### src/rtl/pc_gen_ras.sv
// Next-PC generator for the fetch stage: redirect/stall arbitration, decode-stage
// early jumps, fence holds and a circular return-address stack for predicted returns.
module pc_gen_ras #(
  parameter int unsigned     XLEN         = 32,
  parameter logic [XLEN-1:0] RESET_VECTOR = 32'h8000_0000,
  parameter int unsigned     INST_BYTES   = 4,
  parameter int unsigned     RAS_DEPTH    = 4
) (
  input  logic                         clk,
  input  logic                         rst,
  input  logic                         csr_redir,
  input  logic [XLEN-1:0]              csr_addr,
  input  logic                         ex_redir,
  input  logic                         ex_mispredict,
  input  logic [XLEN-1:0]              ex_target,
  input  logic [XLEN-1:0]              ex_saved_pc,
  input  logic                         early_jump,
  input  logic [XLEN-1:0]              early_offset,
  input  logic                         early_call,
  input  logic                         early_ret,
  input  logic                         stall,
  input  logic                         fence_hold,
  input  logic                         fetch_ready,
  output logic [XLEN-1:0]              pc,
  output logic [$clog2(RAS_DEPTH):0]   ras_count,
  output logic                         ret_miss
);

  localparam int unsigned     PW    = $clog2(RAS_DEPTH);
  localparam int unsigned     CW    = PW + 1;
  localparam logic [XLEN-1:0] STEP  = XLEN'(INST_BYTES);
  localparam logic [XLEN-1:0] ALIGN = ~(STEP - XLEN'(1));
  localparam logic [CW-1:0]   FULL  = CW'(RAS_DEPTH);

  typedef enum logic [3:0] {
    SEL_CSR,
    SEL_EX_FIX,
    SEL_EX_TGT,
    SEL_HOLD,
    SEL_POP,
    SEL_MISS,
    SEL_JUMP,
    SEL_FENCE,
    SEL_SEQ
  } sel_e;

  sel_e            sel;
  logic [XLEN-1:0] next_pc;
  logic [XLEN-1:0] ras [RAS_DEPTH];
  logic [PW-1:0]   ptr;
  logic [PW-1:0]   ptr_dec;
  logic [PW-1:0]   wr_idx;
  logic [XLEN-1:0] ras_top;
  logic            push_en;
  logic            pop_en;

  assign ptr_dec = ptr - PW'(1);
  assign ras_top = ras[ptr_dec];

  always_comb begin
    sel = SEL_SEQ;
    if (csr_redir)                          sel = SEL_CSR;
    else if (ex_redir && ex_mispredict)     sel = SEL_EX_FIX;
    else if (ex_redir)                      sel = SEL_EX_TGT;
    else if (stall || !fetch_ready)         sel = SEL_HOLD;
    else if (early_ret && ras_count != '0)  sel = SEL_POP;
    else if (early_ret)                     sel = SEL_MISS;
    else if (early_jump)                    sel = SEL_JUMP;
    else if (fence_hold)                    sel = SEL_FENCE;
  end

  always_comb begin
    next_pc = pc + STEP;
    case (sel)
      SEL_CSR:              next_pc = csr_addr;
      SEL_EX_FIX:           next_pc = ex_saved_pc + STEP;
      SEL_EX_TGT:           next_pc = ex_target;
      SEL_HOLD, SEL_FENCE:  next_pc = pc;
      SEL_POP:              next_pc = ras_top;
      SEL_JUMP:             next_pc = pc + early_offset - STEP;
      default:              next_pc = pc + STEP;
    endcase
  end

  // A call on a return cycle is a coroutine swap: the push reuses the slot just popped.
  assign pop_en  = (sel == SEL_POP);
  assign push_en = early_call && (sel == SEL_JUMP || sel == SEL_POP || sel == SEL_MISS);
  assign wr_idx  = pop_en ? ptr_dec : ptr;

  always_ff @(posedge clk) begin
    if (rst) begin
      pc        <= RESET_VECTOR;
      ptr       <= '0;
      ras_count <= '0;
      ret_miss  <= 1'b0;
    end else begin
      pc       <= next_pc & ALIGN;
      ret_miss <= (sel == SEL_MISS);
      if (push_en) begin
        ptr <= wr_idx + PW'(1);
        if (!pop_en && ras_count != FULL)
          ras_count <= ras_count + CW'(1);
      end else if (pop_en) begin
        ptr       <= ptr_dec;
        ras_count <= ras_count - CW'(1);
      end
    end
  end

  always_ff @(posedge clk) begin
    if (!rst && push_en)
      ras[wr_idx] <= pc;
  end

endmodule
### config.mk
export PLATFORM = sky130hd
export DESIGN_NAME = pc_gen_ras
export DESIGN_NICKNAME = d
export VERILOG_FILES = /design/src/rtl/pc_gen_ras.sv
export SDC_FILE = /design/constraint.sdc
export NUM_CORES = 1
export LEC_CHECK = 0
export ABC_AREA = 1
export CORE_MARGIN = 2
export CORE_UTILIZATION = 49
export CTS_CLUSTER_SIZE = 20
export DETAILED_ROUTE_END_ITERATION = 10
export PLACE_DENSITY = 0.84
export SLEW_MARGIN = 20
export SYNTH_ARGS = -nofsm -noshare
export SYNTH_HDL_FRONTEND = slang
export SYNTH_SLANG_ARGS = --single-unit
### constraint.sdc
create_clock -name clk -period 3.8 [get_ports clk]
set_input_delay 0.76 -clock clk [delete_from_list [all_inputs] [get_ports clk]]
set_output_delay 0.76 -clock clk [all_outputs]
set_load 0.05 [all_outputs]
==> impl_metrics.xml <==
<?xml version="1.0" encoding="UTF-8"?>
<metrics>
  <group name="job">
    <metric name="cap_violations" unit="">0</metric>
  </group>
  <group name="power_and_ir_drop">
    <metric name="power.switching" unit="W">0.00185</metric>
    <metric name="p_per_area" unit="nW/um^2">388</metric>
    <metric name="seq_power_share" unit="%">36.7</metric>
    <metric name="sw_share" unit="%">35.3</metric>
    <metric name="internal_power" unit="W">0.00339</metric>
    <metric name="power.leakage" unit="nW">5.74</metric>
    <metric name="power.combinational.fraction" unit="%">30.4</metric>
    <metric name="share_clk_of_total_power" unit="%">32.9</metric>
    <metric name="ir_drop" unit="mV">0.330</metric>
  </group>
  <group name="worst_hold_path">
    <metric name="min_to" unit="">pc[5]</metric>
    <metric name="hold_path.class" unit="">register to register</metric>
    <metric name="min-delay-start" unit="">pc[5]</metric>
    <metric name="hold_depth" unit="">2</metric>
  </group>
  <group name="global_routing">
    <metric name="grt_pass1_wl" unit="mm">57.2</metric>
    <metric name="first_global_vias" unit="">10300</metric>
    <metric name="globalRouteMet3Util" unit="%">9.11</metric>
    <metric name="grt_start_max_net_pins" unit="">37</metric>
    <metric name="grt_usage" unit="%">34.8</metric>
    <metric name="globalRouteOverflowTotal" unit="">0</metric>
    <metric name="globalRouteMet1Util" unit="%">42.6</metric>
    <metric name="global_route_track_usage_on_met2" unit="%">56.1</metric>
    <metric name="antenna_found_initial" unit="">1</metric>
    <metric name="grt.busiest_layer" unit="">met2</metric>
  </group>
  <group name="critical_path">
    <metric name="cp-end-kind" unit="">register</metric>
    <metric name="arrival" unit="ps">3960</metric>
    <metric name="category_of_the_most_critical_setup_path" unit="">primary input to register</metric>
    <metric name="critical_path_s_top_delay_family" unit="">adder cells</metric>
    <metric name="crit_path_max_fanout" unit="">4</metric>
    <metric name="worst_r2r_path_depth" unit="">20</metric>
    <metric name="r2r_setup_slack" unit="ps">420</metric>
    <metric name="worst_path_max_delay_cell" unit="">sky130_fd_sc_hd__clkdlybuf4s50_1</metric>
    <metric name="cp.buffers_inverters" unit="">6</metric>
    <metric name="worst_r2r_endpoint" unit="">pc[29]</metric>
    <metric name="crit_path_start_kind" unit="">primary input</metric>
    <metric name="crit_path_cell_trace" unit="">clkdlybuf4s50_1, inv_1, ha_1, inv_1, ha_1, fa_1, nand2_1, nand3_1, o21ai_0, o21ai_1, a21boi_0, inv_1, nand2_1, o211ai_1, or2_2, nand3_1, nand4_1, inv_1, nand3_1, nand2_1, inv_1</metric>
    <metric name="crit_cells" unit="">21</metric>
    <metric name="worst_path_most_repeated_cell" unit="">sky130_fd_sc_hd__inv_1</metric>
    <metric name="cp_data_required_time" unit="ps">4140</metric>
    <metric name="worst_path_largest_cell_delay" unit="ps">460</metric>
    <metric name="worstReg2RegStart" unit="">pc[3]</metric>
  </group>
  <group name="floorplan">
    <metric name="start_util" unit="%">49.6</metric>
    <metric name="floorplan.die_area" unit="um^2">22300</metric>
    <metric name="placement_rows" unit="">53</metric>
    <metric name="fp.dieW" unit="um">149</metric>
    <metric name="number_of_top_level_pins" unit="">175</metric>
    <metric name="core" unit="um^2">20900</metric>
    <metric name="die_height" unit="um">149</metric>
  </group>
  <group name="timing">
    <metric name="finalWorstSetupSlack" unit="ps">177</metric>
    <metric name="setup-violations-final" unit="">0</metric>
    <metric name="fin_crit_sh" unit="%">95.3</metric>
    <metric name="final-max-slew-violation-count" unit="">0</metric>
    <metric name="finClkSkew" unit="ps">13.1</metric>
    <metric name="tightestPinTransition" unit="ps">677</metric>
    <metric name="slew-limit-headroom" unit="%">53.7</metric>
    <metric name="grt_setup_unrepaired" unit="">no</metric>
    <metric name="fmax" unit="MHz">276</metric>
    <metric name="hold_violations_final" unit="">0</metric>
    <metric name="final_worst_path_period_need" unit="ps">3620</metric>
  </group>
  <group name="synth">
    <metric name="seq_area_frac_synth" unit="%">41.8</metric>
    <metric name="synth_most_common_cell" unit="">sky130_fd_sc_hd__nand2_1</metric>
    <metric name="synth_enable_flop_cells" unit="">120</metric>
    <metric name="synthesis.area_per_instance" unit="um^2">7.87</metric>
    <metric name="asyncSetResetFlopFracSynth" unit="%">0</metric>
    <metric name="post_synth_main_area_contributors" unit="">sky130_fd_sc_hd__edfxtp_1 35%, sky130_fd_sc_hd__nand2_1 12%, sky130_fd_sc_hd__inv_1 7.6%, sky130_fd_sc_hd__ha_1 7.5%, sky130_fd_sc_hd__dfxtp_1 7.0%</metric>
    <metric name="netlist_area" unit="um^2">10400</metric>
    <metric name="synthTopCellsByCount" unit="">329 x sky130_fd_sc_hd__nand2_1, 210 x sky130_fd_sc_hd__inv_1, 120 x sky130_fd_sc_hd__edfxtp_1</metric>
    <metric name="synthesized_netlist_cell_count" unit="">1316</metric>
    <metric name="yosys.area.top_type_share" unit="%">34.8</metric>
    <metric name="yosys.area.top_type" unit="">sky130_fd_sc_hd__edfxtp_1</metric>
    <metric name="postSynthRegisterBits" unit="">156</metric>
    <metric name="postSynth.topFlopCell" unit="">sky130_fd_sc_hd__edfxtp_1</metric>
    <metric name="ys.warnings.count" unit="">0</metric>
    <metric name="synth.lib_cells_used.distinct" unit="">55</metric>
  </group>
  <group name="place">
    <metric name="placed_insts" unit="">1808</metric>
    <metric name="dpl-instance-area" unit="um^2">12900</metric>
    <metric name="io_buffer_count" unit="">164</metric>
    <metric name="gpl.final_weighted_congestion" unit="">1.01</metric>
    <metric name="pre_cts_ws" unit="ps">-280</metric>
    <metric name="dp_hpwl" unit="mm">29.8</metric>
  </group>
  <group name="clocking">
    <metric name="cts.path.max_buffers" unit="">2</metric>
    <metric name="clk_transition_reported_paths" unit="ps">70</metric>
    <metric name="h-tree-depth" unit="">4</metric>
    <metric name="clock_tree_from_tritoncts" unit="">built</metric>
    <metric name="clock_latency" unit="ps">440</metric>
    <metric name="cts_post_setup_buffers_inserted" unit="">0</metric>
    <metric name="clockRootBuffer" unit="">sky130_fd_sc_hd__clkbuf_16</metric>
    <metric name="cts-buffers-inserted" unit="">17</metric>
    <metric name="clkSinkCount" unit="">156</metric>
  </group>
  <group name="final_layout">
    <metric name="drive_gt1_share" unit="%">11.7</metric>
    <metric name="post_layout_nonfiller_instances" unit="">1842</metric>
    <metric name="final_net_count" unit="">1755</metric>
    <metric name="area_delta_synth_final" unit="%">30.6</metric>
    <metric name="fin_util" unit="%">64.7</metric>
    <metric name="finish.instance_area" unit="um^2">13500</metric>
  </group>
  <group name="routing">
    <metric name="drt-vias-per-instance" unit="">5.70</metric>
    <metric name="vias" unit="">10500</metric>
    <metric name="finalWirelength" unit="mm">38.2</metric>
    <metric name="route.detailed.wl_per_inst" unit="um">20.8</metric>
    <metric name="detail_route.first_pass.iterations" unit="">5</metric>
    <metric name="route.antenna.remaining_nets" unit="">0</metric>
    <metric name="initialDrtViolationCount" unit="">1108</metric>
    <metric name="drc" unit="">0</metric>
  </group>
  <group name="run_status">
    <metric name="outcome" unit="">complete, no violations</metric>
  </group>
</metrics>
## registers in the layout, indices dropped and copies added, names as in the netlist
name       flops
ras          120
pc            30
ras_count      3
ptr            2
ret_miss       1
## layer usage
metal | part of all wire [%] | wire length [um]
met3 | 11 | 4350
met1 | 36 | 13900
met2 | 46 | 17800
met4 | 5.8 | 2220
met5 | 0 | 0
## cell type report
class	instances	area (um^2)
Clock inverter	15	168
Clock buffer	17	425
Inverter	218	820
Multi-Input combinational cell	899	5050
Sequential cell	156	4320
Fill cell	1783	7370
Timing Repair Buffer	260	2390
Antenna cell	2	5.00
Tap cell	275	344
## power by group through the flow
stage | Sequential [W] | Combinational, W | Clock, W
finish | 0.00192 | 0.00159 | 0.00172
floorplan | 0.00208 | 0.000800 | 0
global route | 0.00192 | 0.00173 | 0.00179
detailed placement | 0.00196 | 0.00156 | 0
CTS | 0.00192 | 0.00157 | 0.00172
global placement | 0.00196 | 0.00153 | 0
## worst reg2reg max path, delay by kind of cell (launching register included)
family | cells | cell delay (ps)
compound gates | 4 | 730
buf+inv | 5 | 290
fa+ha+maj | 3 | 930
flops | 1 | 500
simple gates | 8 | 860
## worst max path at each step
stage	start	endpoint	slack, ps
after floorplan	early_ret	ras[0][0]	280
after global placement	early_offset[3]	pc[29]	-230
after detailed placement	early_offset[3]	pc[29]	-280
after CTS	early_offset[3]	pc[29]	170
after global routing	early_offset[3]	pc[29]	40
final	early_offset[3]	pc[29]	180
## cell families (layout without fill, tap and decap cells)
family / Yosys count / count (layout) / share of synthesized area, %
multiplexers: 1 / 1 / 0.0967
buffers and inverters: 262 / 510 / 9.79
AND/OR/NAND/NOR: 528 / 528 / 21.6
flip-flops: 156 / 156 / 41.8
adder cells (fa/ha/maj): 64 / 64 / 7.88
AO/OA/AOI/OAI: 284 / 284 / 17.2
other: 1 / 4 / 0.0362
XOR/XNOR: 20 / 20 / 1.69
## metrics by stage
step / hold slack, ps / power, W / TNS, ps
6_report: 507 / 0.00524 / 0
5_1_grt: 555 / 0.00544 / 0
4_1_cts: 507 / 0.00521 / 0
3_5_place_dp: 491 / 0.00351 / -1280
3_3_place_gp: 485 / 0.00349 / -698
2_1_floorplan: 624 / 0.00288 / 0
## timing repair
action                     CTS  global route
hold endpoints to repair     0             0
resized for setup            0             1
hold buffers                 0             0
setup endpoints to repair    0             3
## cell usage in the layout, fill, tap and decap left out, drive strengths merged, types with 3 or more instances in the layout
master and instances:
nand2 332, inv 225, clkdlybuf4s50 164, edfxtp 120
o21ai 99, nor2 98, buf 96, a21oi 94
ha 62, nand3 49, dfxtp 36, a22oi 21
clkbuf 17, a221o 16, nand4 16, nor3 13
xor2 12, a221oi 9, o21bai 9, xnor2 8
or2 8, a211oi 7, clkinv 7, nand3b 6
o211ai 6, a31oi 5, a21boi 4, o2111a 3
a22o 3, and2 3
(Power assumes the default switching activity.)
